**config.mk**
```make
export PLATFORM = sky130hd
export DESIGN_NAME = conv_axil_master
export DESIGN_NICKNAME = d
export VERILOG_FILES = /design/src/rtl/conv_axil_pkg.sv /design/src/rtl/conv_axil_master.sv
export SDC_FILE = /design/constraint.sdc
export NUM_CORES = 1
export LEC_CHECK = 0
export ABC_CLOCK_PERIOD_IN_PS = 2350
export CORE_AREA = 3 3 96 98
export CTS_BUF_LIST = sky130_fd_sc_hd__clkbuf_4
export DETAILED_ROUTE_END_ITERATION = 16
export DIE_AREA = 0 0 99 101
export PLACE_DENSITY_LB_ADDON = 0.1
export SKIP_LAST_GASP = 1
export SYNTH_ARGS = -nofsm -noshare
export SYNTH_HDL_FRONTEND = slang
export SYNTH_SLANG_ARGS = --single-unit
export TNS_END_PERCENT = 5
```
**constraint.sdc**
```tcl
create_clock -name clk -period 2.35 [get_ports clk]
set_clock_uncertainty 0.2 [all_clocks]
set_input_delay 0.3525 -clock clk [delete_from_list [all_inputs] [get_ports clk]]
set_output_delay 0.3525 -clock clk [all_outputs]
set_load 0.03 [all_outputs]
```
**src/rtl/conv_axil_pkg.sv**
```systemverilog
// Shared types and constants for the convolver AXI4-Lite master.
// State encoding, AXI response codes and fixed protection bits.
package conv_axil_pkg;

  typedef enum logic [2:0] {
    IDLE,
    WR,
    WR_RESP,
    RD_ADDR,
    RD_DATA,
    RSP
  } state_t;

  localparam logic [1:0] RESP_OKAY   = 2'b00;
  localparam logic [1:0] RESP_EXOKAY = 2'b01;
  localparam logic [1:0] RESP_SLVERR = 2'b10;
  localparam logic [1:0] RESP_DECERR = 2'b11;

  localparam logic [2:0] AXPROT_DEFAULT = 3'b000;

endpackage

```
**src/rtl/conv_axil_master.sv**
```systemverilog
// Single-outstanding AXI4-Lite initiator for the convolver register slave.
// Turns valid/ready commands into AXI transactions and returns the response.
module conv_axil_master
  import conv_axil_pkg::*;
#(
  parameter int C_M_AXI_DATA_WIDTH = 32,
  parameter int C_M_AXI_ADDR_WIDTH = 5
) (
  input  logic                            clk,
  input  logic                            rst,
  input  logic                            cmd_valid,
  output logic                            cmd_ready,
  input  logic                            cmd_we,
  input  logic [C_M_AXI_ADDR_WIDTH-1:0]   cmd_addr,
  input  logic [C_M_AXI_DATA_WIDTH-1:0]   cmd_wdata,
  output logic                            rsp_valid,
  input  logic                            rsp_ready,
  output logic                            rsp_we,
  output logic [C_M_AXI_DATA_WIDTH-1:0]   rsp_rdata,
  output logic [1:0]                      rsp_resp,
  output logic [C_M_AXI_ADDR_WIDTH-1:0]   m_axi_awaddr,
  output logic [2:0]                      m_axi_awprot,
  output logic                            m_axi_awvalid,
  input  logic                            m_axi_awready,
  output logic [C_M_AXI_DATA_WIDTH-1:0]   m_axi_wdata,
  output logic [C_M_AXI_DATA_WIDTH/8-1:0] m_axi_wstrb,
  output logic                            m_axi_wvalid,
  input  logic                            m_axi_wready,
  input  logic [1:0]                      m_axi_bresp,
  input  logic                            m_axi_bvalid,
  output logic                            m_axi_bready,
  output logic [C_M_AXI_ADDR_WIDTH-1:0]   m_axi_araddr,
  output logic [2:0]                      m_axi_arprot,
  output logic                            m_axi_arvalid,
  input  logic                            m_axi_arready,
  input  logic [C_M_AXI_DATA_WIDTH-1:0]   m_axi_rdata,
  input  logic [1:0]                      m_axi_rresp,
  input  logic                            m_axi_rvalid,
  output logic                            m_axi_rready
);

  state_t state;
  logic   aw_done;
  logic   w_done;
  logic   aw_hs;
  logic   w_hs;

  assign aw_hs = m_axi_awvalid & m_axi_awready;
  assign w_hs  = m_axi_wvalid & m_axi_wready;

  assign m_axi_awprot = AXPROT_DEFAULT;
  assign m_axi_arprot = AXPROT_DEFAULT;
  assign m_axi_wstrb  = '1;

  // Transaction FSM; every handshake output is a register.
  always_ff @(posedge clk or negedge rst) begin
    if (!rst) begin
      state         <= IDLE;
      cmd_ready     <= 1'b0;
      rsp_valid     <= 1'b0;
      rsp_we        <= 1'b0;
      rsp_rdata     <= '0;
      rsp_resp      <= '0;
      m_axi_awaddr  <= '0;
      m_axi_awvalid <= 1'b0;
      m_axi_wdata   <= '0;
      m_axi_wvalid  <= 1'b0;
      m_axi_bready  <= 1'b0;
      m_axi_araddr  <= '0;
      m_axi_arvalid <= 1'b0;
      m_axi_rready  <= 1'b0;
      aw_done       <= 1'b0;
      w_done        <= 1'b0;
    end else begin
      unique case (state)
        IDLE: begin
          cmd_ready <= 1'b1;
          if (cmd_valid && cmd_ready) begin
            cmd_ready    <= 1'b0;
            rsp_we       <= cmd_we;
            m_axi_awaddr <= cmd_addr;
            m_axi_araddr <= cmd_addr;
            m_axi_wdata  <= cmd_wdata;
            aw_done      <= 1'b0;
            w_done       <= 1'b0;
            if (cmd_we) begin
              m_axi_awvalid <= 1'b1;
              m_axi_wvalid  <= 1'b1;
              state         <= WR;
            end else begin
              m_axi_arvalid <= 1'b1;
              state         <= RD_ADDR;
            end
          end
        end
        WR: begin
          if (aw_hs) begin
            m_axi_awvalid <= 1'b0;
            aw_done       <= 1'b1;
          end
          if (w_hs) begin
            m_axi_wvalid <= 1'b0;
            w_done       <= 1'b1;
          end
          if ((aw_done || aw_hs) && (w_done || w_hs)) begin
            m_axi_bready <= 1'b1;
            state        <= WR_RESP;
          end
        end
        WR_RESP: begin
          if (m_axi_bvalid) begin
            m_axi_bready <= 1'b0;
            rsp_resp     <= m_axi_bresp;
            rsp_rdata    <= '0;
            rsp_valid    <= 1'b1;
            state        <= RSP;
          end
        end
        RD_ADDR: begin
          if (m_axi_arready) begin
            m_axi_arvalid <= 1'b0;
            m_axi_rready  <= 1'b1;
            state         <= RD_DATA;
          end
        end
        RD_DATA: begin
          if (m_axi_rvalid) begin
            m_axi_rready <= 1'b0;
            rsp_rdata    <= m_axi_rdata;
            rsp_resp     <= m_axi_rresp;
            rsp_valid    <= 1'b1;
            state        <= RSP;
          end
        end
        RSP: begin
          if (rsp_ready) begin
            rsp_valid <= 1'b0;
            cmd_ready <= 1'b1;
            state     <= IDLE;
          end
        end
        default: state <= IDLE;
      endcase
    end
  end

endmodule

```
==> results of run 1 <==
-- stage by stage --
stage	hold WS [ns]	utilization (%)	setup slack [ns]	cells
global placement	0.0724	60.8	0.113	506
floorplan	-0.143	-	0.468	247
finish	0.150	62.6	0.263	523
detailed placement	0.0694	60.8	0.0658	506
global route	0.133	62.6	0.196	523
CTS	0.132	62.6	0.228	523
-- power by group --
part	leakage [nW]	internal, W	total [W]	switching, W
Sequential	1.03	0.00213	0.00253	0.000401
Combinational	1.18	0.00205	0.00432	0.00226
Clock	0.0706	0.000330	0.000838	0.000508
-- cells in the final DEF (no fill, tap or decap), types with 3 or more instances in the layout --
cell type	n
sky130_fd_sc_hd__clkbuf_4	9
sky130_fd_sc_hd__buf_12	3
sky130_fd_sc_hd__conb_1	10
sky130_fd_sc_hd__clkdlybuf4s50_1	165
sky130_fd_sc_hd__mux2_2	26
sky130_fd_sc_hd__o41ai_1	3
sky130_fd_sc_hd__buf_4	11
sky130_fd_sc_hd__o21ai_0	4
sky130_fd_sc_hd__a21oi_1	4
sky130_fd_sc_hd__inv_1	5
sky130_fd_sc_hd__mux2_4	8
sky130_fd_sc_hd__mux2_1	8
sky130_fd_sc_hd__dfrtp_1	84
sky130_fd_sc_hd__a22o_1	35
sky130_fd_sc_hd__nand2_1	5
-- per-layer routing --
layer / vias to the layer above / GRT usage [%]
li1: 1192 / -
met1: 1264 / 24.2
met2: 116 / 26.5
met3: 8 / 4.71
met4: 0 / 5.67
met5: - / 0
-- sequential cells by signal, indices dropped and copies added (netlist names) --
| signal | flops |
|---|---|
| m_axi_wdata | 32 |
| m_axi_rready | 1 |
| state | 3 |
| m_axi_arvalid | 1 |
| m_axi_bready | 1 |
| aw_done | 1 |
| rsp_we | 1 |
| m_axi_awvalid | 1 |
| rsp_resp | 2 |
| m_axi_wvalid | 1 |
| m_axi_araddr | 5 |
| rsp_rdata | 32 |
| rsp_valid | 1 |
| cmd_ready | 1 |
| w_done | 1 |
-- cell type report --
class,instances,area [µm²],area share (%)
Clock buffer,9,67.6,1.26
Clock inverter,7,75.1,1.40
Inverter,5,18.8,0.351
Multi-Input combinational cell,130,1150,21.4
Sequential cell,84,2100,39.3
Tap cell,108,135,2.53
Timing Repair Buffer,180,1800,33.7
-- cells by family (layout without fill, tap and decap cells) --
group,count (synthesis),count (layout)
compound gates,58,58
buf+inv,33,201
flops,84,84
mux,43,43
simple gates,19,19
other cells,2,10
-- timing repair --
| item | CTS | global route |
|---|---|---|
| hold endpoints to repair | 61 | 0 |
| gates resized for setup | 0 | 0 |
| hold buffers | 1 | 0 |
-- path summary, 6_finish.rpt --
kind,from,end,slack [ns],cells after the start
max in group asynchronous,rst,rsp_rdata[7],1.16,3
worst min register to register,m_axi_wdata[31],m_axi_wdata[31],0.30,1
min in group clk,m_axi_wdata[31],m_axi_wdata[31],0.30,1
worst max register to register,state[1],m_axi_wdata[8],0.31,4
worst min-delay path,rst,m_axi_wdata[19],0.15,2
worst max-delay path,m_axi_awvalid,m_axi_awvalid,0.26,1
==> metrics.md, run 1 <==
| Metric | Value |
|---|---|
| Status | `complete, no violations` |
| Critical path start-end classification | `flop to primary output` |
| Critical Path Sink Type | `primary output` |
| Required time at the worst-slack endpoint | `approximately 1.8 ns` |
| Clk buf depth | `2` |
| Chain of cells forming the critical path | `clkdlybuf4s50_1` |
| Number of antenna violations at the first check in global routing | `0` |
| Via count of the first global-routing pass | `2609` |
| Leading cell types by count after synthesis | `84 x sky130_fd_sc_hd__dfrtp_1, 35 x sky130_fd_sc_hd__a22o_1, 26 x sky130_fd_sc_hd__mux2_2` |
| DRC Markers | `0` |
| Proportion of synthesized area in mux cells | `15.0%` |
| Per-cell via count in the routed design | `4.93` |
| Fraction of the mapped netlist area in simple logic gates | `about 3.6%` |
| Final worst path period share | `88.8%` |
| Number of DRC violations after detailed-routing iteration 0 | `49` |
| Adder and majority gate portion of the synthesized area | `0%` |
| Largest net degree at the start of global routing | `39` |
| Antenna-violating nets left | `0` |
| Crit-path leading delay family | `buffers and inverters` |
| Full die area | `10000 µm²` |
| Met2 routed wirelength | `4000 µm` |
| Highest clock rate | `479 MHz` |
| Routed WL per cell | `~16 µm` |
| Transition time at the pin with the least slew margin | `around 0.63 ns` |
| Final instance area | `between 5000 and 6000 µm²` |
| Final setup fails | `0` |
| Number of synthesized flops with an enable pin | `0` |
| Max layer used | `met4` |
| Unique masters post-synth | `37` |
| Largest family of logic cells by synthesized area | `multiplexers` |
| Number of cell rows | `34` |
| Overall routed net length | `8450 µm` |
| Via total after detailed routing | `approximately 2600` |
| Total Neg Setup Slack | `0 ns` |
| Sinks on the clock net | `between 80 and 90` |
| Worst IR drop on VDD | `approximately 0.64 mV` |
| Synthesized area per cell | `about 14 µm²` |
| Initial standard-cell utilization of the core | `39.9%` |
| Netlist Area Pre-Place | `3410 µm²` |
| Total of flip-flops plus latches after synthesis | `84` |
| CP max stage cell | `sky130_fd_sc_hd__clkdlybuf4s50_1` |
| Highest cell delay on the worst timing path | `0.69 ns` |
| Global-route congestion overflow total | `0` |
| P per Cell Area | `1440 nW/µm²` |
| Die Width | `99 µm` |
| Io pins | `177` |
| Fraction of final layout cells sized beyond drive strength 1 | `16.1%` |
| Slew Viols, Final | `0` |
| Worst path bufs/invs | `1` |
| Sum of routed wire segments on met1 | `3700 µm` |
| Part of the Yosys area used for sequential elements | `between 60% and 70%` |
| Source-to-sink clock delay at the later pin of the worst-skew pair | `roughly 0.4 ns` |
| Wire length of the first global-routing pass | `13800 µm` |
| Leakage dissipation | `approximately 2.3 nW` |
| CTS root buffer | `sky130_fd_sc_hd__clkbuf_4` |
| XOR/XNOR share of the synthesized area | `0%` |
| Cell count after synthesis | `239` |
| Count leader, synth | `sky130_fd_sc_hd__dfrtp_1` |
| Total Nets Final | `around 500` |
| Post-detailed-placement cell area | `5200 µm²` |
| Core Region | `8550 µm²` |
| CTS H-Tree Depth | `3` |
| Library cell with the largest summed area after synthesis | `sky130_fd_sc_hd__dfrtp_1` |
| Buffer count from post-CTS setup fixing | `0` |
| Global Route Usage Sum | `17.4%` |
| Top post-synthesis cells by area | `sky130_fd_sc_hd__dfrtp_1 62%, sky130_fd_sc_hd__a22o_1 9.0%, sky130_fd_sc_hd__mux2_2 8.6%, sky130_fd_sc_hd__mux2_4 3.5%, sky130_fd_sc_hd__buf_4 3.3%` |
| Number of buffers inserted during clock tree synthesis | `9` |
| Hold crit path type | `input pin to asynchronous set/reset pin` |
| Overall Power | `0.00768 W` |
| Met3 Wirelength | `653 µm` |
| Commonest register cell after synthesis | `sky130_fd_sc_hd__dfrtp_1` |
| Fillcell total | `672` |
| Post-synthesis to final-layout area growth | `56.7%` |
| Antenna diode count | `0` |
| CP Max Fanout | `4` |
| TritonCTS clock tree | `built` |
| Relative slew slack | `57.8%` |
| Final min period | `about 2.1 ns` |
| Final Hold Fails | `0` |
| Number of warnings printed during yosys synthesis | `0` |
| Arrival time of the worst setup path | `1.53 ns` |
| Worst Setup Start Kind | `flop` |
| Proportion of synthesized flip-flops having asynchronous set or reset | `100%` |
| Sum of net half-perimeters after detailed placement | `~6500 µm` |
| Final RePlAce weighted congestion | `between 0.8 and 0.9` |
| Clock transition at the registers of the reported paths | `0.15 ns` |
| Die span in y | `just over 100 µm` |
| Length of the first detailed-routing pass in iterations | `4` |
| Synth Area in Compound Gates | `13.7%` |
| Area fraction of the dominant cell type after synthesis | `61.6%` |
| IO buf count | `166` |
| Count of max-cap constraint violations | `0` |
| Setup repair after global routing missed its margin | `false` |
Power figures use the tool's default switching activity.
==> run 2: changes to the inputs <==
Settings changed: HOLD_SLACK_MARGIN set to 0.02, PLACE_DENSITY set to 0.87, PLACE_DENSITY_LB_ADDON 0.1 to not set.
==> run 2 against run 1 <==
Effect of this change:
- maximum frequency is 0.43% lower
- core utilization fell by 0.44 points
- via count is 1.1% higher
- power down 1.3%
- first-iteration DRC count rose by 59%
- design area is 0.70% lower
- sequential cell count unchanged
- wire length increased by 4.4%
- clock power shrank 12%
- critical path type unchanged
- largest cell class unchanged
==> metrics.md, run 2 (same netlist as run 1, synthesis figures left out) <==
| Metric | Value |
|---|---|
| Status | `complete, no violations` |
| Full die area | `10000 µm² (unchanged)` |
| Critical Path Sink Type | `primary output` |
| Number of cell rows | `34 (unchanged)` |
| TritonCTS clock tree | `built` |
| Via total after detailed routing | `2609 (+1.1%)` |
| Buffer count from post-CTS setup fixing | `0 (unchanged)` |
| Global Route Usage Sum | `17.8% (+0.42 points)` |
| Final Hold Fails | `0 (unchanged)` |
| Count of max-cap constraint violations | `0 (unchanged)` |
| Die Width | `99 µm (unchanged)` |
| Wire length of the first global-routing pass | `14100 µm (+2.5%)` |
| Top library cells by usage in the layout, fill and taps aside | `165 x sky130_fd_sc_hd__clkdlybuf4s50_1, 84 x sky130_fd_sc_hd__dfrtp_1, 35 x sky130_fd_sc_hd__a22o_1` |
| Post-cts sizing count | `0 (unchanged)` |
| Length of the first detailed-routing pass in iterations | `4 (unchanged)` |
| DRC Markers | `0 (unchanged)` |
| Total Neg Setup Slack | `0 ns (unchanged)` |
| End of the worst register-to-register path | `m_axi_wdata[26]` |
| Hold crit path type | `input pin to asynchronous set/reset pin` |
| Relative slew slack | `59.2% (+1.4 points)` |
| Core Region | `8550 µm² (unchanged)` |
| Highest clock rate | `477 MHz (-0.43%)` |
| Leakage dissipation | `2.27 nW (-0.57%)` |
| Post-synthesis to final-layout area growth | `55.6%` |
| Chain of cells forming the critical path | `clkdlybuf4s50_1` |
| Worst path bufs/invs | `1 (unchanged)` |
| Most common library cell in the layout ignoring fill and taps | `sky130_fd_sc_hd__clkdlybuf4s50_1` |
| Clk buf depth | `2 (unchanged)` |
| Switching power | `0.00319 W (+0.66%)` |
| Final worst path period share | `89.2% (+0.38 points)` |
| Setup repair after global routing missed its margin | `false` |
| Required time at the worst-slack endpoint | `1.80 ns (about the same)` |
| Arrival time of the worst setup path | `1.54 ns (about the same)` |
| Global-route congestion overflow total | `0 (unchanged)` |
| Routed WL per cell | `16.9 µm (+4.4%)` |
| Antenna-violating nets left | `0 (unchanged)` |
| Fraction of final layout cells sized beyond drive strength 1 | `16.1% (unchanged)` |
| Sum of net half-perimeters after detailed placement | `6740 µm (+4.1%)` |
| Largest net degree at the start of global routing | `49 (+26%)` |
| Final min period | `2.10 ns (+0.00898 ns)` |
| Initial standard-cell utilization of the core | `39.9% (unchanged)` |
| IO buf count | `166 (unchanged)` |
| Transition time at the pin with the least slew margin | `0.611 ns (-0.0207 ns)` |
| CTS root buffer | `sky130_fd_sc_hd__clkbuf_4` |
| Overall routed net length | `8820 µm (+4.4%)` |
| Worst IR drop on VDD | `0.710 mV (+10%)` |
| CP max stage cell | `sky130_fd_sc_hd__clkdlybuf4s50_1` |
| Logic pwr share | `56.6% (+0.4 points)` |
| Internal reg-to-reg setup slack | `0.31 ns (about the same)` |
| Slew Viols, Final | `0 (unchanged)` |
| Number of buffers inserted during clock tree synthesis | `9 (unchanged)` |
| Cts-stage hold buffer count | `1 (unchanged)` |
| Fillcell total | `662 (-1.5%)` |
| CP Max Fanout | `4 (unchanged)` |
| Io pins | `177 (unchanged)` |
| Relative contribution of the clock network to total power | `9.7% (-1.2 points)` |
| Final setup fails | `0 (unchanged)` |
| Switching Fraction | `42.1% (+0.84 points)` |
| Number of antenna violations at the first check in global routing | `0 (unchanged)` |
| Source-to-sink clock delay at the later pin of the worst-skew pair | `0.41 ns (about the same)` |
| Crit-path leading delay family | `buffers and inverters` |
| RR Startpoint | `state[1]` |
| Sinks on the clock net | `84 (unchanged)` |
| Final core utilization | `62.1% (-0.44 points)` |
| Antenna diode count | `0 (unchanged)` |
| Overall Power | `0.00758 W (-1.3%)` |
| Number of DRC violations after detailed-routing iteration 0 | `78 (+59%)` |
| Die span in y | `101 µm (unchanged)` |
| Logic depth of the worst register-to-register path | `4 (unchanged)` |
| Highest cell delay on the worst timing path | `0.69 ns (about the same)` |
| Largest registers ranked by flip-flop count | `m_axi_wdata x32, rsp_rdata x32, m_axi_araddr x5` |
| Share of total power in sequential cells | `33.7% (+0.8 points)` |
| Critical path start-end classification | `flop to primary output` |
| Internal power component | `0.00439 W (-2.8%)` |
| P per Cell Area | `1430 nW/µm² (-0.65%)` |
| CTS H-Tree Depth | `3 (unchanged)` |
| Worst Setup Start Kind | `flop` |
| Clock transition at the registers of the reported paths | `0.15 ns (about the same)` |
| Via count of the first global-routing pass | `2642 (+1.3%)` |
| Final RePlAce weighted congestion | `0.849 (-0.84%)` |
| Total Nets Final | `493 (unchanged)` |
| Per-cell via count in the routed design | `4.99 (+1.1%)` |
-- run 2: cell count changes in the layout (fill, tap and decap cells not counted), sizes merged --
cell    delta
clkinv     +1
bufinv     -1
-- run 2: worst max-delay path by stage --
stage,from,end,slack [ns],depth (start not counted)
2_1_floorplan,cmd_ready,m_axi_wdata[23],0.47,5
3_3_place_gp,cmd_valid,m_axi_wdata[16],0.17,5
3_5_place_dp,cmd_valid,m_axi_wdata[26],0.15,5
4_1_cts,m_axi_wvalid,m_axi_wvalid,0.22,1
5_1_grt,m_axi_wvalid,m_axi_wvalid,0.15,1
6_report,m_axi_wvalid,m_axi_wvalid,0.25,1
-- run 2: stage by stage --
step           cells  hold WS [ns]  worst slack, ns  instance area (µm²)
2_1_floorplan    247        -0.143            0.468                 3440
3_3_place_gp     506         0.211            0.167                 5180
6_report         523         0.282            0.254                 5310
5_1_grt          523         0.283            0.152                 5310
4_1_cts          523         0.278            0.217                 5310
3_5_place_dp     506         0.218            0.149                 5180
-- run 2: routing by layer --
layer	vias to the layer above	wire length, µm	GRT usage, %	part of all wire (%)
met5	-	0	0	0
met4	0	55	5.67	0.62
met3	7	619	3.88	7.0
met2	124	4570	30.0	52
met1	1282	3580	23.0	41
li1	1196	-	-	-
-- run 2: area by class of cell --
| type | count | area, µm² | share of cell area [%] |
|---|---|---|---|
| well taps | 108 | 135 | 2.54 |
| inverters | 5 | 18.8 | 0.353 |
| repair buffers | 180 | 1790 | 33.7 |
| flip-flops and latches | 84 | 2100 | 39.6 |
| clock buffers | 9 | 67.6 | 1.27 |
| clock inverters | 7 | 50.0 | 0.942 |
| multi-input cells | 130 | 1150 | 21.6 |
-- run 2: power by group through the flow --
stage | registers [W] | logic [W] | clock network, W
finish | 0.00255 | 0.00429 | 0.000734
detailed placement | 0.00259 | 0.00433 | 0
global route | 0.00266 | 0.00451 | 0.000828
floorplan | 0.00382 | 0.00125 | 0
global placement | 0.00256 | 0.00425 | 0
CTS | 0.00256 | 0.00434 | 0.000764
